## src/rtl/tick_timer_if.sv

```systemverilog
// Control, status and display bundle for tick_timer; the controller drives
// the inputs, the timer drives the outputs.
interface tick_timer_if;
  logic       clk10Hz;
  logic       start;
  logic       pause;
  logic       drain;
  logic       tick;
  logic [3:0] time_hundreds;
  logic [3:0] time_tens;
  logic [3:0] time_ones;
  logic       hurry;
  logic       time_up;
  logic       score_pulse;
  logic       drain_done;
  logic [1:0] state;

  modport master (
    output clk10Hz, start, pause, drain,
    input  tick, time_hundreds, time_tens, time_ones, hurry, time_up, score_pulse,
    input  drain_done, state
  );

  modport slave (
    input  clk10Hz, start, pause, drain,
    output tick, time_hundreds, time_tens, time_ones, hurry, time_up, score_pulse,
    output drain_done, state
  );
endinterface

```

## src/rtl/tick_timer.sv

```systemverilog
// Level countdown timer in BCD: decrements once per TICKS_PER_UNIT slow ticks while running,
// and can drain the remaining time into one score pulse per tick.
module tick_timer #(
  parameter int unsigned START_TIME     = 400,
  parameter int unsigned TICKS_PER_UNIT = 4,
  parameter int unsigned HURRY_TIME     = 100
) (
  input  logic        clk12Mhz,
  input  logic        rst_n,
  tick_timer_if.slave tmr_io
);

  typedef enum logic [1:0] {
    StIdle   = 2'd0,
    StRun    = 2'd1,
    StPaused = 2'd2,
    StDrain  = 2'd3
  } state_e;

  localparam logic [3:0] StartHund  = 4'((START_TIME / 100) % 10);
  localparam logic [3:0] StartTens  = 4'((START_TIME / 10) % 10);
  localparam logic [3:0] StartOnes  = 4'(START_TIME % 10);
  localparam logic [7:0] PrescLast  = 8'(TICKS_PER_UNIT - 1);
  localparam logic [9:0] HurryLimit = 10'(HURRY_TIME);

  state_e     state_q, state_d;
  logic [2:0] sync_q;
  logic       tick_q, tick_d;
  logic [3:0] hund_q, hund_d, tens_q, tens_d, ones_q, ones_d;
  logic [7:0] presc_q, presc_d;
  logic       hurry_q, hurry_d;
  logic       time_up_q, time_up_d;
  logic       score_q, score_d;
  logic       done_q, done_d;

  logic [3:0] dec_hund, dec_tens, dec_ones;
  logic       timer_zero, dec_zero;
  logic [9:0] time_bin_d;

  // sync_q[1:0] is the synchronizer, sync_q[2] the edge-detect history
  assign tick_d = sync_q[1] & ~sync_q[2];

  // BCD decrement that saturates at 000
  always_comb begin
    dec_hund = hund_q;
    dec_tens = tens_q;
    dec_ones = ones_q;
    if (ones_q != 4'd0) begin
      dec_ones = ones_q - 4'd1;
    end else if (tens_q != 4'd0) begin
      dec_ones = 4'd9;
      dec_tens = tens_q - 4'd1;
    end else if (hund_q != 4'd0) begin
      dec_ones = 4'd9;
      dec_tens = 4'd9;
      dec_hund = hund_q - 4'd1;
    end
  end

  assign timer_zero = ({hund_q, tens_q, ones_q} == 12'd0);
  assign dec_zero   = ({dec_hund, dec_tens, dec_ones} == 12'd0);

  always_comb begin
    state_d   = state_q;
    hund_d    = hund_q;
    tens_d    = tens_q;
    ones_d    = ones_q;
    presc_d   = presc_q;
    time_up_d = 1'b0;
    score_d   = 1'b0;
    done_d    = 1'b0;
    if (tmr_io.start) begin
      state_d = StRun;
      hund_d  = StartHund;
      tens_d  = StartTens;
      ones_d  = StartOnes;
      presc_d = 8'd0;
    end else begin
      unique case (state_q)
        StIdle: begin
          if (tmr_io.drain) state_d = StDrain;
        end
        StRun: begin
          if (tmr_io.drain) begin
            state_d = StDrain;
          end else if (tmr_io.pause) begin
            state_d = StPaused;
          end else if (tick_q) begin
            if (presc_q >= PrescLast) begin
              presc_d = 8'd0;
              hund_d  = dec_hund;
              tens_d  = dec_tens;
              ones_d  = dec_ones;
              if (dec_zero) begin
                state_d   = StIdle;
                time_up_d = 1'b1;
              end
            end else begin
              presc_d = presc_q + 8'd1;
            end
          end
        end
        StPaused: begin
          if (tmr_io.drain) state_d = StDrain;
          else if (!tmr_io.pause) state_d = StRun;
        end
        StDrain: begin
          if (timer_zero) begin
            state_d = StIdle;
            done_d  = 1'b1;
          end else if (tick_q) begin
            hund_d  = dec_hund;
            tens_d  = dec_tens;
            ones_d  = dec_ones;
            score_d = 1'b1;
            if (dec_zero) begin
              state_d = StIdle;
              done_d  = 1'b1;
            end
          end
        end
      endcase
    end
    time_bin_d = 10'(hund_d) * 10'd100 + 10'(tens_d) * 10'd10 + 10'(ones_d);
    hurry_d    = (state_d != StIdle) && (time_bin_d <= HurryLimit);
  end

  always_ff @(posedge clk12Mhz or negedge rst_n) begin
    if (!rst_n) begin
      state_q   <= StIdle;
      sync_q    <= 3'd0;
      tick_q    <= 1'b0;
      hund_q    <= 4'd0;
      tens_q    <= 4'd0;
      ones_q    <= 4'd0;
      presc_q   <= 8'd0;
      hurry_q   <= 1'b0;
      time_up_q <= 1'b0;
      score_q   <= 1'b0;
      done_q    <= 1'b0;
    end else begin
      state_q   <= state_d;
      sync_q    <= {sync_q[1:0], tmr_io.clk10Hz};
      tick_q    <= tick_d;
      hund_q    <= hund_d;
      tens_q    <= tens_d;
      ones_q    <= ones_d;
      presc_q   <= presc_d;
      hurry_q   <= hurry_d;
      time_up_q <= time_up_d;
      score_q   <= score_d;
      done_q    <= done_d;
    end
  end

  assign tmr_io.tick          = tick_q;
  assign tmr_io.time_hundreds = hund_q;
  assign tmr_io.time_tens     = tens_q;
  assign tmr_io.time_ones     = ones_q;
  assign tmr_io.hurry         = hurry_q;
  assign tmr_io.time_up       = time_up_q;
  assign tmr_io.score_pulse   = score_q;
  assign tmr_io.drain_done    = done_q;
  assign tmr_io.state         = state_q;

endmodule

```

## src/flat_wrapper.sv

```systemverilog
// flat-port wrapper written by rule: the top's interface ports become plain ports
module tick_timer_flat 
#(
  parameter int unsigned START_TIME     = 400,
  parameter int unsigned TICKS_PER_UNIT = 4,
  parameter int unsigned HURRY_TIME     = 100
)
  (clk12Mhz, rst_n, tmr_io_clk10Hz, tmr_io_start, tmr_io_pause, tmr_io_drain, tmr_io_tick, tmr_io_time_hundreds, tmr_io_time_tens, tmr_io_time_ones, tmr_io_hurry, tmr_io_time_up, tmr_io_score_pulse, tmr_io_drain_done, tmr_io_state);
  tick_timer_if tmr_io_i ();
  input  logic clk12Mhz;
  input  logic rst_n;
  input wire logic [$bits(tmr_io_i.clk10Hz)-1:0] tmr_io_clk10Hz;
  input wire logic [$bits(tmr_io_i.start)-1:0] tmr_io_start;
  input wire logic [$bits(tmr_io_i.pause)-1:0] tmr_io_pause;
  input wire logic [$bits(tmr_io_i.drain)-1:0] tmr_io_drain;
  output wire logic [$bits(tmr_io_i.tick)-1:0] tmr_io_tick;
  output wire logic [$bits(tmr_io_i.time_hundreds)-1:0] tmr_io_time_hundreds;
  output wire logic [$bits(tmr_io_i.time_tens)-1:0] tmr_io_time_tens;
  output wire logic [$bits(tmr_io_i.time_ones)-1:0] tmr_io_time_ones;
  output wire logic [$bits(tmr_io_i.hurry)-1:0] tmr_io_hurry;
  output wire logic [$bits(tmr_io_i.time_up)-1:0] tmr_io_time_up;
  output wire logic [$bits(tmr_io_i.score_pulse)-1:0] tmr_io_score_pulse;
  output wire logic [$bits(tmr_io_i.drain_done)-1:0] tmr_io_drain_done;
  output wire logic [$bits(tmr_io_i.state)-1:0] tmr_io_state;
  assign tmr_io_i.clk10Hz = tmr_io_clk10Hz;
  assign tmr_io_i.start = tmr_io_start;
  assign tmr_io_i.pause = tmr_io_pause;
  assign tmr_io_i.drain = tmr_io_drain;
  assign tmr_io_tick = tmr_io_i.tick;
  assign tmr_io_time_hundreds = tmr_io_i.time_hundreds;
  assign tmr_io_time_tens = tmr_io_i.time_tens;
  assign tmr_io_time_ones = tmr_io_i.time_ones;
  assign tmr_io_hurry = tmr_io_i.hurry;
  assign tmr_io_time_up = tmr_io_i.time_up;
  assign tmr_io_score_pulse = tmr_io_i.score_pulse;
  assign tmr_io_drain_done = tmr_io_i.drain_done;
  assign tmr_io_state = tmr_io_i.state;
  tick_timer #(.START_TIME(START_TIME), .TICKS_PER_UNIT(TICKS_PER_UNIT), .HURRY_TIME(HURRY_TIME)) u_core (.clk12Mhz(clk12Mhz), .rst_n(rst_n), .tmr_io(tmr_io_i));
endmodule
```

## config.mk

```make
export PLATFORM = sky130hd
export DESIGN_NAME = tick_timer_flat
export DESIGN_NICKNAME = d
export VERILOG_FILES = /design/src/rtl/tick_timer_if.sv /design/src/rtl/tick_timer.sv /design/src/flat_wrapper.sv
export SDC_FILE = /design/constraint.sdc
export NUM_CORES = 1
export LEC_CHECK = 0
export BUFFER_PORTS_ARGS = -buffer_cell sky130_fd_sc_hd__buf_2
export CAP_MARGIN = 0
export CELL_PAD_IN_SITES_DETAIL_PLACEMENT = 1
export CELL_PAD_IN_SITES_GLOBAL_PLACEMENT = 1
export CORE_MARGIN = 3
export CORE_UTILIZATION = 40
export DETAILED_ROUTE_END_ITERATION = 7
export GPL_TIMING_DRIVEN = 0
export PLACE_DENSITY_LB_ADDON = 0.12
export SYNTH_ARGS = -nofsm -noshare
export SYNTH_HDL_FRONTEND = slang
export SYNTH_SLANG_ARGS = --single-unit
```

## constraint.sdc

```tcl
create_clock -name clk12Mhz -period 4.6 [get_ports clk12Mhz]
set_input_delay 0.46 -clock clk12Mhz [delete_from_list [all_inputs] [get_ports clk12Mhz]]
set_output_delay 0.46 -clock clk12Mhz [all_outputs]
set_load 0.02 [all_outputs]
```

==> flow_metrics.env, run 1 <==
export IMPL_status="finished, violations left"
export IMPL_violations="setup timing"
export IMPL_clock_sinks=30
export IMPL_antenna_found_initial=0
export IMPL_synthDistinctLibCells=57
export IMPL_area_growth_pct=32.5
export IMPL_pin_count=25
export IMPL_fp_dieH_um=85.0
export IMPL_swShare_pct=36.1
export IMPL_hold_class="input port to async pin"
export IMPL_clk_path_buf_depth=2
export IMPL_synth_seq_cells=30
export IMPL_drc_errors=0
export IMPL_core_area_um2=5990
export IMPL_worstSetupPathType="register to register"
export IMPL_overflow=0
export IMPL_cp_common_cell="ha_1"
export IMPL_grt_pass1_wl_mm=12.4
export IMPL_synth_enable_flop_cells=0
export IMPL_fin_skew_ps=11.3
export IMPL_arrival_ps=4880
export IMPL_pwr_share_comb_pct=37.9
export IMPL_rsz0062_at_grt="yes"
export IMPL_setup_viol=1
export IMPL_drt_initial_drc_count=108
export IMPL_hold_slack_ps=217
export IMPL_die_x_um=85.0
export IMPL_cp_start_kind="register"
export IMPL_worst_slack_ps=-73.6
export IMPL_period_share_pct=102
export IMPL_crit_family="adder cells"
export IMPL_max_slew_margin_rel_pct=52.3
export IMPL_crit_path_max_incr_delay_ps=460
export IMPL_wl_per_cell_um=18.2
export IMPL_finalHoldViolations=0
export IMPL_critPathMaxFanout=6
export IMPL_syn_area_per_cell_um2=8.99
export IMPL_cts_root_buf="clkbuf_8"
export IMPL_dr_pass1_iters=4
export IMPL_antenna_cells=0
export IMPL_drv_slew=0
export IMPL_core_rowCount=28
export IMPL_min_period_ps=4670
export IMPL_synth_ff_type="dfrtp_1"
export IMPL_reg2reg_depth=20
export IMPL_post_dp_cell_area_um2=2750
export IMPL_pwr_share_seq_pct=34.2
export IMPL_layout_nets=382
export IMPL_portBuffers=23
export IMPL_wl_mm=7.62
export IMPL_p_leak_uw=0.00149
export IMPL_grt_max_degree=31
export IMPL_fin_cells=419
export IMPL_cp_slowest_cell="fa_1"
export IMPL_syn_area_um2=2500
export IMPL_path_clk_slew_ps=80
export IMPL_p_int_uw=536
export IMPL_yosysWarnings=0
export IMPL_final_cell_area_um2=3310
export IMPL_worst_pin_slew_ps=716
export IMPL_r2r_start="u_core.tmr_io.time_tens[1]"
export IMPL_p_total_uw=839
export IMPL_grt_pass1_vias=2465
export IMPL_worstReg2RegEnd="u_core.tmr_io.hurry"
export IMPL_dp_cells=376
export IMPL_powerDensity_nw_per_um2=253
export IMPL_rrSetupSlack_ps=-70
export IMPL_worstPathRequired_ps=4810
export IMPL_critPathCaptureType="register"
export IMPL_cap_viol_max_count=0
export IMPL_ir_drop_mv=0.127
export IMPL_cts_tree="done"
export IMPL_drive_gt1_share_pct=37.2
export IMPL_hpwlAfterDp_mm=5.16
export IMPL_path_cells="inv_2 > ha_4 > or3b_1 > buf_6 > buf_12 > nor3_4 > buf_4 > nand2_1 > o21ai_0 > nor2b_4 > ha_1 > ha_1 > fa_1 > ha_1 > ha_4 > or2_2 > a21oi_2 > a21oi_4 > xnor2_2 > a211oi_2"
export IMPL_cp_num_buf_inv=4
export IMPL_cts_hold_buf=0
export IMPL_syn_inst=278
export IMPL_clk_latency_ps=290
export IMPL_seq_area_frac_synth_pct=30.0
export IMPL_cp_depth=20
export IMPL_async_flop_share_pct=100
export IMPL_p_clk_share_pct=27.9
export IMPL_grt_usage_pct=21.9
export IMPL_numCtsBuffers=5
export IMPL_start_util_pct=41.7
export IMPL_via_per_inst=5.61
export IMPL_postRouteAntennaNets=0
export IMPL_gp_congestion=0.864
export IMPL_syn_nets=317
export IMPL_max_freq_ghz=0.214
export IMPL_htree_levels=2
export IMPL_die_area_um2=7230
export IMPL_p_switching_uw=303
export IMPL_num_vias=2349
-- worst max-delay path by stage --
stage / start / endpoint
5_1_grt: u_core.tmr_io.time_tens[1] / u_core.tmr_io.hurry
3_5_place_dp: u_core.tmr_io.time_tens[0] / u_core.tmr_io.hurry
3_3_place_gp: u_core.tmr_io.time_hundreds[0] / u_core.tmr_io.hurry
2_1_floorplan: u_core.tmr_io.time_ones[0] / u_core.tmr_io.hurry
6_report: u_core.tmr_io.time_tens[1] / u_core.tmr_io.hurry
4_1_cts: u_core.tmr_io.time_ones[0] / u_core.tmr_io.hurry
-- worst register-to-register path: cells and delay by family, from the launching register on --
kind / cells / cell delay, ps
xor gates and xnor gates: 1 / 160
buffers and inverters: 4 / 510
AOI/OAI and AO/OA: 4 / 680
adders and majority gates: 6 / 1640
DFF: 1 / 420
and+or+nand+nor: 5 / 1180
-- synthesized netlist by cell type, drive strengths merged (4+ instances only) --
cell type | number | share of area, %
dfrtp | 30 | 30
ha | 28 | 14
a21oi | 25 | 5.0
inv | 24 | 3.6
nor2 | 23 | 3.5
nand2 | 21 | 3.2
nor3 | 20 | 4.7
o21ai | 9 | 1.8
a211oi | 7 | 2.5
and2 | 5 | 1.3
fa | 5 | 4.0
nand2b | 5 | 1.3
nand3 | 5 | 1.0
clkbuf | 4 | 0.65
mux2i | 4 | 1.6
nor2b | 4 | 1.0
nor3b | 4 | 1.2
xnor2 | 4 | 1.4
-- layer usage --
metal / track usage (%) / up-vias / wire (um)
met2: 38.3 / 48 / 3900
met4: 8.49 / 0 / 181
li1: - / 1134 / -
met3: 4.85 / 16 / 345
met1: 26.0 / 1151 / 3200
met5: 0 / - / 0
-- flip-flops by register name, indices dropped and copies added, names as in the netlist, 2 cells and up --
signal	flops
u_core.presc_q	8
u_core.sync_q	3
u_core.tmr_io.state	2
u_core.tmr_io.time_hundreds	4
u_core.tmr_io.time_ones	4
u_core.tmr_io.time_tens	4
-- power by group through the flow --
stage / combinational (uW) / sequential, uW / clock (uW)
2_1_floorplan: 168 / 301 / 0
3_3_place_gp: 234 / 294 / 0
3_5_place_dp: 240 / 294 / 0
4_1_cts: 296 / 286 / 239
5_1_grt: 349 / 289 / 252
6_report: 318 / 287 / 234
-- per-stage QoR --
stage / setup TNS, ps / worst slack, ps / util, %
final: -73.6 / -73.6 / 55.3
after global routing: -311 / -311 / 55.3
after CTS: 0 / 5.10 / 53.5
after detailed placement: -589 / -589 / 45.9
after global placement: -564 / -564 / 45.9
after floorplan: 0 / 16.1 / -
-- cells by family after synthesis --
family                     Yosys count  synth area share [%]
and+or+nand+nor                    102                  22.3
xor gates and xnor gates             7                  2.45
muxes                                4                  1.60
DFF                                 30                  30.0
adders and majority gates           34                  18.4
buffers and inverters               31                  5.36
AOI/OAI and AO/OA                   70                  19.8
-- cell usage in the layout, fill, tap and decap left out, types with 9 or more instances in the layout --
| cell | synthesis | final |
|---|---|---|
| nor3_1 | 18 | 18 |
| nand2_1 | 21 | 21 |
| inv_1 | 24 | 16 |
| ha_1 | 28 | 18 |
| buf_4 | 0 | 34 |
| a21oi_1 | 25 | 18 |
| ha_4 | 0 | 9 |
| buf_2 | 1 | 24 |
| dfrtp_1 | 30 | 24 |
| nor2_1 | 23 | 21 |
-- area by class of cell --
| type | instances | area [um^2] |
|---|---|---|
| fill | 704 | 2680 |
| multi-input combinational | 217 | 1840 |
| sequential | 30 | 758 |
| timing repair buffer | 58 | 390 |
| inverter | 24 | 95.1 |
| tap | 75 | 93.8 |
| clock buffer | 6 | 82.6 |
| buffer | 7 | 43.8 |
| clock inverter | 2 | 12.5 |
-- repair_timing --
item,in CTS,in global routing
resized for setup,33,9
pin swaps,20,16
endpoints found under the setup margin,1,1
setup buffers,26,9
No activity file was read; power rests on OpenSTA's default activity.
==> inputs of run 2 (changes only) <==
--- a/config.mk
+++ b/config.mk
@@ -8,9 +8,9 @@
 export BUFFER_PORTS_ARGS = -buffer_cell sky130_fd_sc_hd__buf_2
 export CAP_MARGIN = 0
 export CELL_PAD_IN_SITES_DETAIL_PLACEMENT = 1
-export CELL_PAD_IN_SITES_GLOBAL_PLACEMENT = 1
+export CELL_PAD_IN_SITES_GLOBAL_PLACEMENT = 2
 export CORE_MARGIN = 3
-export CORE_UTILIZATION = 40
+export CORE_UTILIZATION = 33
 export DETAILED_ROUTE_END_ITERATION = 7
 export GPL_TIMING_DRIVEN = 0
 export PLACE_DENSITY_LB_ADDON = 0.12
==> run 2 against run 1 <==
The run still ends with setup timing left. Clock power about the same. Final cell count rose by 7.2%. Routed wire length up 0.71%. Worst setup slack better by 30 ps. Global-route usage fell by 3.8 points. Fmax up 0.65%. Final area grew 2.6%. Total power up 0.81%. Combinational power rose by 2%. Critical path depth is the same. Critical path type unchanged. Critical endpoint unchanged. Largest power group unchanged. Highest routed layer unchanged.
==> flow_metrics.env, run 2 (synthesized netlist as in run 1, its figures left out) <==
export IMPL_hold_class="input port to async pin"
export IMPL_final_cell_area_um2=3400
export IMPL_final_cell_mix="39 x buf_4, 25 x dfrtp_1, 24 x buf_2, 21 x nand2_1, 21 x nor2_1"
export IMPL_pin_count=25
export IMPL_grt_max_degree=31
export IMPL_largest_reg_flops=8
export IMPL_cts_tree="done"
export IMPL_fp_dieH_um=93.0
export IMPL_setup_tns_final_ps=-43.5
export IMPL_worst_pin_slew_ps=728
export IMPL_max_freq_ghz=0.215
export IMPL_pwr_share_seq_pct=33.9
export IMPL_core_rowCount=31
export IMPL_worstPathRequired_ps=4810
export IMPL_p_leak_uw=0.00153
export IMPL_cts_hold_buf=0
export IMPL_ir_drop_mv=0.0959
export IMPL_portBuffers=23
export IMPL_pwr_share_comb_pct=38.4
export IMPL_area_growth_pct=36.0
export IMPL_setup_viol=1
export IMPL_p_clk_share_pct=27.7
export IMPL_grt_usage_pct=18.1
export IMPL_final_common_cell="buf_4"
export IMPL_finalHoldViolations=0
export IMPL_wl_per_cell_um=17.1
export IMPL_antenna_cells=0
export IMPL_critPathCaptureType="register"
export IMPL_drc_errors=0
export IMPL_cp_start_kind="register"
export IMPL_arrival_ps=4860
export IMPL_p_switching_uw=303
export IMPL_clock_sinks=30
export IMPL_clk_latency_ps=290
export IMPL_clk_path_buf_depth=2
export IMPL_num_vias=2336
export IMPL_core_area_um2=7290
export IMPL_grt_pass1_vias=2414
export IMPL_critPathMaxFanout=5
export IMPL_via_per_inst=5.20
export IMPL_numCtsBuffers=5
export IMPL_cap_viol_max_count=0
export IMPL_drv_slew=0
export IMPL_drt_initial_drc_count=69
export IMPL_htree_levels=2
export IMPL_violations="setup timing"
export IMPL_antenna_found_initial=0
export IMPL_fin_skew_ps=2.67
export IMPL_overflow=0
export IMPL_drive_gt1_share_pct=39.1
export IMPL_postRouteAntennaNets=0
export IMPL_gp_congestion=0.793
export IMPL_rsz0062_at_grt="yes"
export IMPL_cts_root_buf="clkbuf_8"
export IMPL_grt_pass1_wl_mm=12.3
export IMPL_worst_slack_ps=-43.5
export IMPL_max_slew_margin_rel_pct=51.5
export IMPL_layout_nets=388
export IMPL_path_clk_slew_ps=70
export IMPL_status="finished, violations left"
export IMPL_die_area_um2=8650
export IMPL_worstSetupPathType="register to register"
export IMPL_powerDensity_nw_per_um2=249
export IMPL_hold_slack_ps=223
export IMPL_period_share_pct=101
export IMPL_hpwlAfterDp_mm=5.33
export IMPL_p_int_uw=543
export IMPL_wl_mm=7.68
export IMPL_die_x_um=93.0
export IMPL_start_util_pct=34.3
export IMPL_min_period_ps=4640
export IMPL_dr_pass1_iters=4
export IMPL_regMostFlops="u_core.presc_q"
export IMPL_swShare_pct=35.8
export IMPL_post_dp_cell_area_um2=2780
==> run 2: cell count changes in the layout (fill, tap and decap cells not counted), sizes merged <==
cell | before | now
buf | 61 | 67
==> run 2: power groups by stage <==
stage / Combinational (uW) / Sequential [uW] / Clock, uW
2_1_floorplan: 168 / 301 / 0
3_3_place_gp: 239 / 295 / 0
3_5_place_dp: 240 / 295 / 0
4_1_cts: 296 / 286 / 239
5_1_grt: 358 / 289 / 250
6_report: 325 / 287 / 234
==> run 2: critical path, cell delays in order, from the launching register on <==
cell	delay, ps
dfrtp_2	430
inv_2	80
ha_4	130
or3b_4	370
buf_6	140
buf_4	140
nor3_4	250
buf_4	160
nand2_1	60
xnor2_1	140
a211o_1	300
inv_2	100
ha_1	240
ha_2	210
fa_1	580
ha_4	210
ha_4	170
nor3_1	430
a21oi_4	120
xnor2_2	160
a211oi_2	140
==> run 2: timing repair <==
item,CTS,global route
pin swaps,20,23
resized for setup,32,14
setup endpoints to repair,1,1
setup buffers,26,15
==> run 2: final cells by class <==
class	instances	area, um^2
clock buffer	6	82.6
tap	99	124
fill	884	3890
multi-input combinational	217	1850
clock inverter	2	12.5
inverter	24	95.1
sequential	30	757
timing repair buffer	64	430
buffer	7	43.8
==> run 2: path summary, 6_finish.rpt <==
kind / from / end / slack (ps) / cells after the start
worst min-delay path: rst_n / u_core.presc_q[2] / 220 / 1
worst min register to register: u_core.sync_q[0] / u_core.sync_q[1] / 370 / 0
max in group asynchronous: rst_n / u_core.tmr_io.time_tens[0] / 3870 / 1
min in group clk12Mhz: tmr_io_clk10Hz / u_core.sync_q[0] / 270 / 1
worst max-delay path: u_core.tmr_io.time_ones[1] / u_core.tmr_io.hurry / -40 / 20
worst max register to register: u_core.tmr_io.time_ones[1] / u_core.tmr_io.hurry / -40 / 20
==> run 2: metrics by stage <==
| step | cells | utilization (%) | total power, uW | setup WS (ps) |
|---|---|---|---|---|
| after detailed placement | 400 | 38.2 | 535 | -646 |
| after global placement | 400 | 38.2 | 534 | -574 |
| after CTS | 434 | 44.3 | 822 | -36.7 |
| after global routing | 449 | 46.6 | 896 | -253 |
| final | 449 | 46.6 | 846 | -43.5 |
| after floorplan | 278 | - | 469 | 16.1 |
==> run 2: layer usage <==
metal | global-route usage [%] | vias to the layer above | wire, um
met5 | 0 | - | 0
met4 | 5.01 | 0 | 127
met3 | 2.33 | 11 | 176
met2 | 31.3 | 27 | 3910
met1 | 23.7 | 1157 | 3460
li1 | - | 1141 | -
==> inputs of run 3 (changes only) <==
--- a/config.mk
+++ b/config.mk
@@ -5,12 +5,13 @@
 export SDC_FILE = /design/constraint.sdc
 export NUM_CORES = 1
 export LEC_CHECK = 0
+export ABC_AREA = 1
 export BUFFER_PORTS_ARGS = -buffer_cell sky130_fd_sc_hd__buf_2
 export CAP_MARGIN = 0
 export CELL_PAD_IN_SITES_DETAIL_PLACEMENT = 1
 export CELL_PAD_IN_SITES_GLOBAL_PLACEMENT = 2
 export CORE_MARGIN = 3
-export CORE_UTILIZATION = 33
+export CORE_UTILIZATION = 31
 export DETAILED_ROUTE_END_ITERATION = 7
 export GPL_TIMING_DRIVEN = 0
 export PLACE_DENSITY_LB_ADDON = 0.12
==> run 3 against run 2 <==
The flow now finishes without violations. Total power rose by 49%. Die area rose by 13%. Sequential power rose by 6%. Routed wire length rose by 7.9%. Sequential cell count did not move. First-iteration DRC count fell by 39%. Critical endpoint unchanged. Largest cell class unchanged. Highest routed layer unchanged.
==> flow_metrics.env, run 3 <==
export IMPL_met3_usage_pct=1.70
export IMPL_syn_inst=369
export IMPL_cp_num_buf_inv=5
export IMPL_crit_family="adder cells"
export IMPL_numCtsBuffers=5
export IMPL_seq_area_frac_synth_pct=28.2
export IMPL_largest_reg_flops=8
export IMPL_antenna_cells=0
export IMPL_grt_pass1_wl_mm=13.5
export IMPL_synth_enable_flop_cells=0
export IMPL_p_leak_uw=0.00184
export IMPL_core_area_um2=8300
export IMPL_setup_viol=0
export IMPL_cts_tree="done"
export IMPL_wl_mm=8.28
export IMPL_max_freq_ghz=0.232
export IMPL_postRouteAntennaNets=0
export IMPL_start_util_pct=32.1
export IMPL_use_met1_pct=23.1
export IMPL_drc_errors=0
export IMPL_grt_use_met2_pct=31.0
export IMPL_fp_dieH_um=98.7
export IMPL_die_area_um2=9750
export IMPL_crit_path_max_incr_delay_ps=440
export IMPL_clock_sinks=30
export IMPL_ys_top_cells_by_area="dfrtp_1 28%, ha_1 13%, nand2_1 12%"
export IMPL_ir_drop_mv=0.123
export IMPL_hpwlAfterDp_mm=6.60
export IMPL_reg2reg_depth=25
export IMPL_synth_common_cells="85 x nand2_1, 63 x inv_1, 41 x nor2_1"
export IMPL_clk_latency_ps=280
export IMPL_worstSetupPathType="register to register"
export IMPL_final_common_cell="nand2_1"
export IMPL_wl_per_cell_um=15.5
export IMPL_drive_gt1_share_pct=29.5
export IMPL_worst_pin_slew_ps=692
export IMPL_fin_cells=535
export IMPL_synth_seq_cells=30
export IMPL_async_flop_share_pct=100
export IMPL_final_cell_mix="80 x nand2_1, 50 x inv_1, 38 x nor2_1, 28 x nand3_1"
export IMPL_syn_area_um2=2670
export IMPL_cp_slowest_cell="dfrtp_2"
export IMPL_finalHoldViolations=0
export IMPL_grt_usage_pct=17.4
export IMPL_regMostFlops="u_core.presc_q"
export IMPL_core_rowCount=33
export IMPL_area_growth_pct=34.2
export IMPL_critPathMaxFanout=5
export IMPL_synthDistinctLibCells=34
export IMPL_worstPathRequired_ps=4780
export IMPL_htree_levels=2
export IMPL_yosysWarnings=0
export IMPL_grt_max_degree=31
export IMPL_gp_congestion=0.790
export IMPL_status="finished clean"
export IMPL_cts_root_buf="clkbuf_8"
export IMPL_grt_busiest_layer="met2"
export IMPL_clk_path_buf_depth=2
export IMPL_cts_hold_buf=0
export IMPL_hold_class="input port to async pin"
export IMPL_cp_depth=25
export IMPL_period_share_pct=93.7
export IMPL_synth_ff_type="dfrtp_1"
export IMPL_dp_cells=498
export IMPL_drt_initial_drc_count=42
export IMPL_fin_skew_ps=15.3
export IMPL_max_slew_margin_rel_pct=53.8
export IMPL_yosysTopAreaCell="dfrtp_1"
export IMPL_synth_most_common_cell="nand2_1"
export IMPL_arrival_ps=4490
export IMPL_layout_nets=468
export IMPL_yosysTopAreaCellShare_pct=28.2
export IMPL_die_x_um=98.7
export IMPL_powerDensity_nw_per_um2=351
export IMPL_pin_count=25
export IMPL_grt_pass1_vias=2635
export IMPL_antenna_found_initial=0
export IMPL_cp_start_kind="register"
export IMPL_num_vias=2620
export IMPL_portBuffers=24
export IMPL_cap_viol_max_count=0
export IMPL_dr_pass1_iters=4
export IMPL_overflow=0
export IMPL_via_per_inst=4.90
export IMPL_path_clk_slew_ps=80
export IMPL_drv_slew=0
export IMPL_cp_common_cell="nand2_1"
export IMPL_critPathCaptureType="register"
export IMPL_min_period_ps=4310
export IMPL_syn_area_per_cell_um2=7.22
export IMPL_setup_tns_final_ps=0
export IMPL_syn_nets=408
==> run 3: cell count changes after synthesis, moves of 6 or more <==
cell	previous run	this run
nand2_1	21	85
inv_1	24	63
nand3_1	5	30
nor2_1	23	41
nor3_1	18	1
a21oi_1	25	17
nand4_1	0	6
==> run 3: path summary, 6_finish.rpt <==
kind,startpoint,endpoint,slack (ps)
setup reg to reg,u_core.tmr_io.time_tens[0],u_core.tmr_io.hurry,290
max in group asynchronous,rst_n,u_core.tmr_io.time_hundreds[0],3880
hold / removal,rst_n,u_core.tmr_io.time_hundreds[3],210
hold reg to reg,u_core.sync_q[0],u_core.sync_q[1],360
min in group clk12Mhz,tmr_io_clk10Hz,u_core.sync_q[0],280
setup / recovery,u_core.tmr_io.time_tens[0],u_core.tmr_io.hurry,290
==> run 3: stage by stage <==
step | hold slack, ps | setup WS (ps) | total power (uW) | util (%) | area (um^2)
global placement | 336 | -725 | 787 | 35.1 | 2920
detailed placement | 349 | -765 | 795 | 35.1 | 2920
floorplan | 164 | 88.8 | 654 | - | 2670
CTS | 238 | 8.03 | 1200 | 39.7 | 3290
finish | 214 | 288 | 1260 | 43.1 | 3580
global route | 259 | -46.5 | 1360 | 43.1 | 3580
==> run 3: worst register-to-register path: stages, from the launching register on <==
cell       delay [ps]
dfrtp_2           440
inv_2              90
ha_4              160
nand2_1           100
nor2_4            170
nor2_1             60
nand2_1            80
nand3_2           130
o221ai_1          230
o2111ai_2         170
inv_1             120
ha_1              240
ha_1              210
inv_1              70
fa_1              420
inv_2              80
ha_4              210
ha_4              260
a21oi_2           150
nand2_1            90
nand2_2            80
nand2_1            60
a311oi_1          370
a21oi_2           120
nand2_1            80
inv_1              30
==> run 3: power by group <==
part	switching, uW	internal, uW	total [uW]	leakage, uW
Combinational	369	248	616	0.00137
Sequential	24.3	281	305	0.000390
Clock	104	231	335	0.0000714
==> run 3: logic make-up after synthesis <==
logic type | count (synthesis) | share of synthesized area, %
xor+xnor | 9 | 2.96
simple gates | 183 | 31.0
fa+ha+maj | 33 | 16.9
flops | 30 | 28.2
buf+inv | 68 | 9.86
compound gates | 46 | 11.1
==> run 3: repair_timing <==
item                       4_1_cts  5_1_grt
pin swaps                        7       15
resized for setup               37       34
setup endpoints to repair        1        1
buffers inserted                11       18
==> run 3: metal layers <==
metal / wire length, um / share of wire, %
met1: 3840 / 46
met5: 0 / 0
met4: 48 / 0.58
met3: 154 / 1.9
met2: 4240 / 51
==> run 3: final cells by class <==
type | count | area, um^2
Fill cell | 1034 | 4720
Multi-Input combinational cell | 271 | 1920
Sequential cell | 30 | 754
Timing Repair Buffer | 53 | 354
Inverter | 66 | 259
Tap cell | 105 | 131
Clock buffer | 6 | 82.6
Clock inverter | 2 | 60.1
Buffer | 2 | 15.0
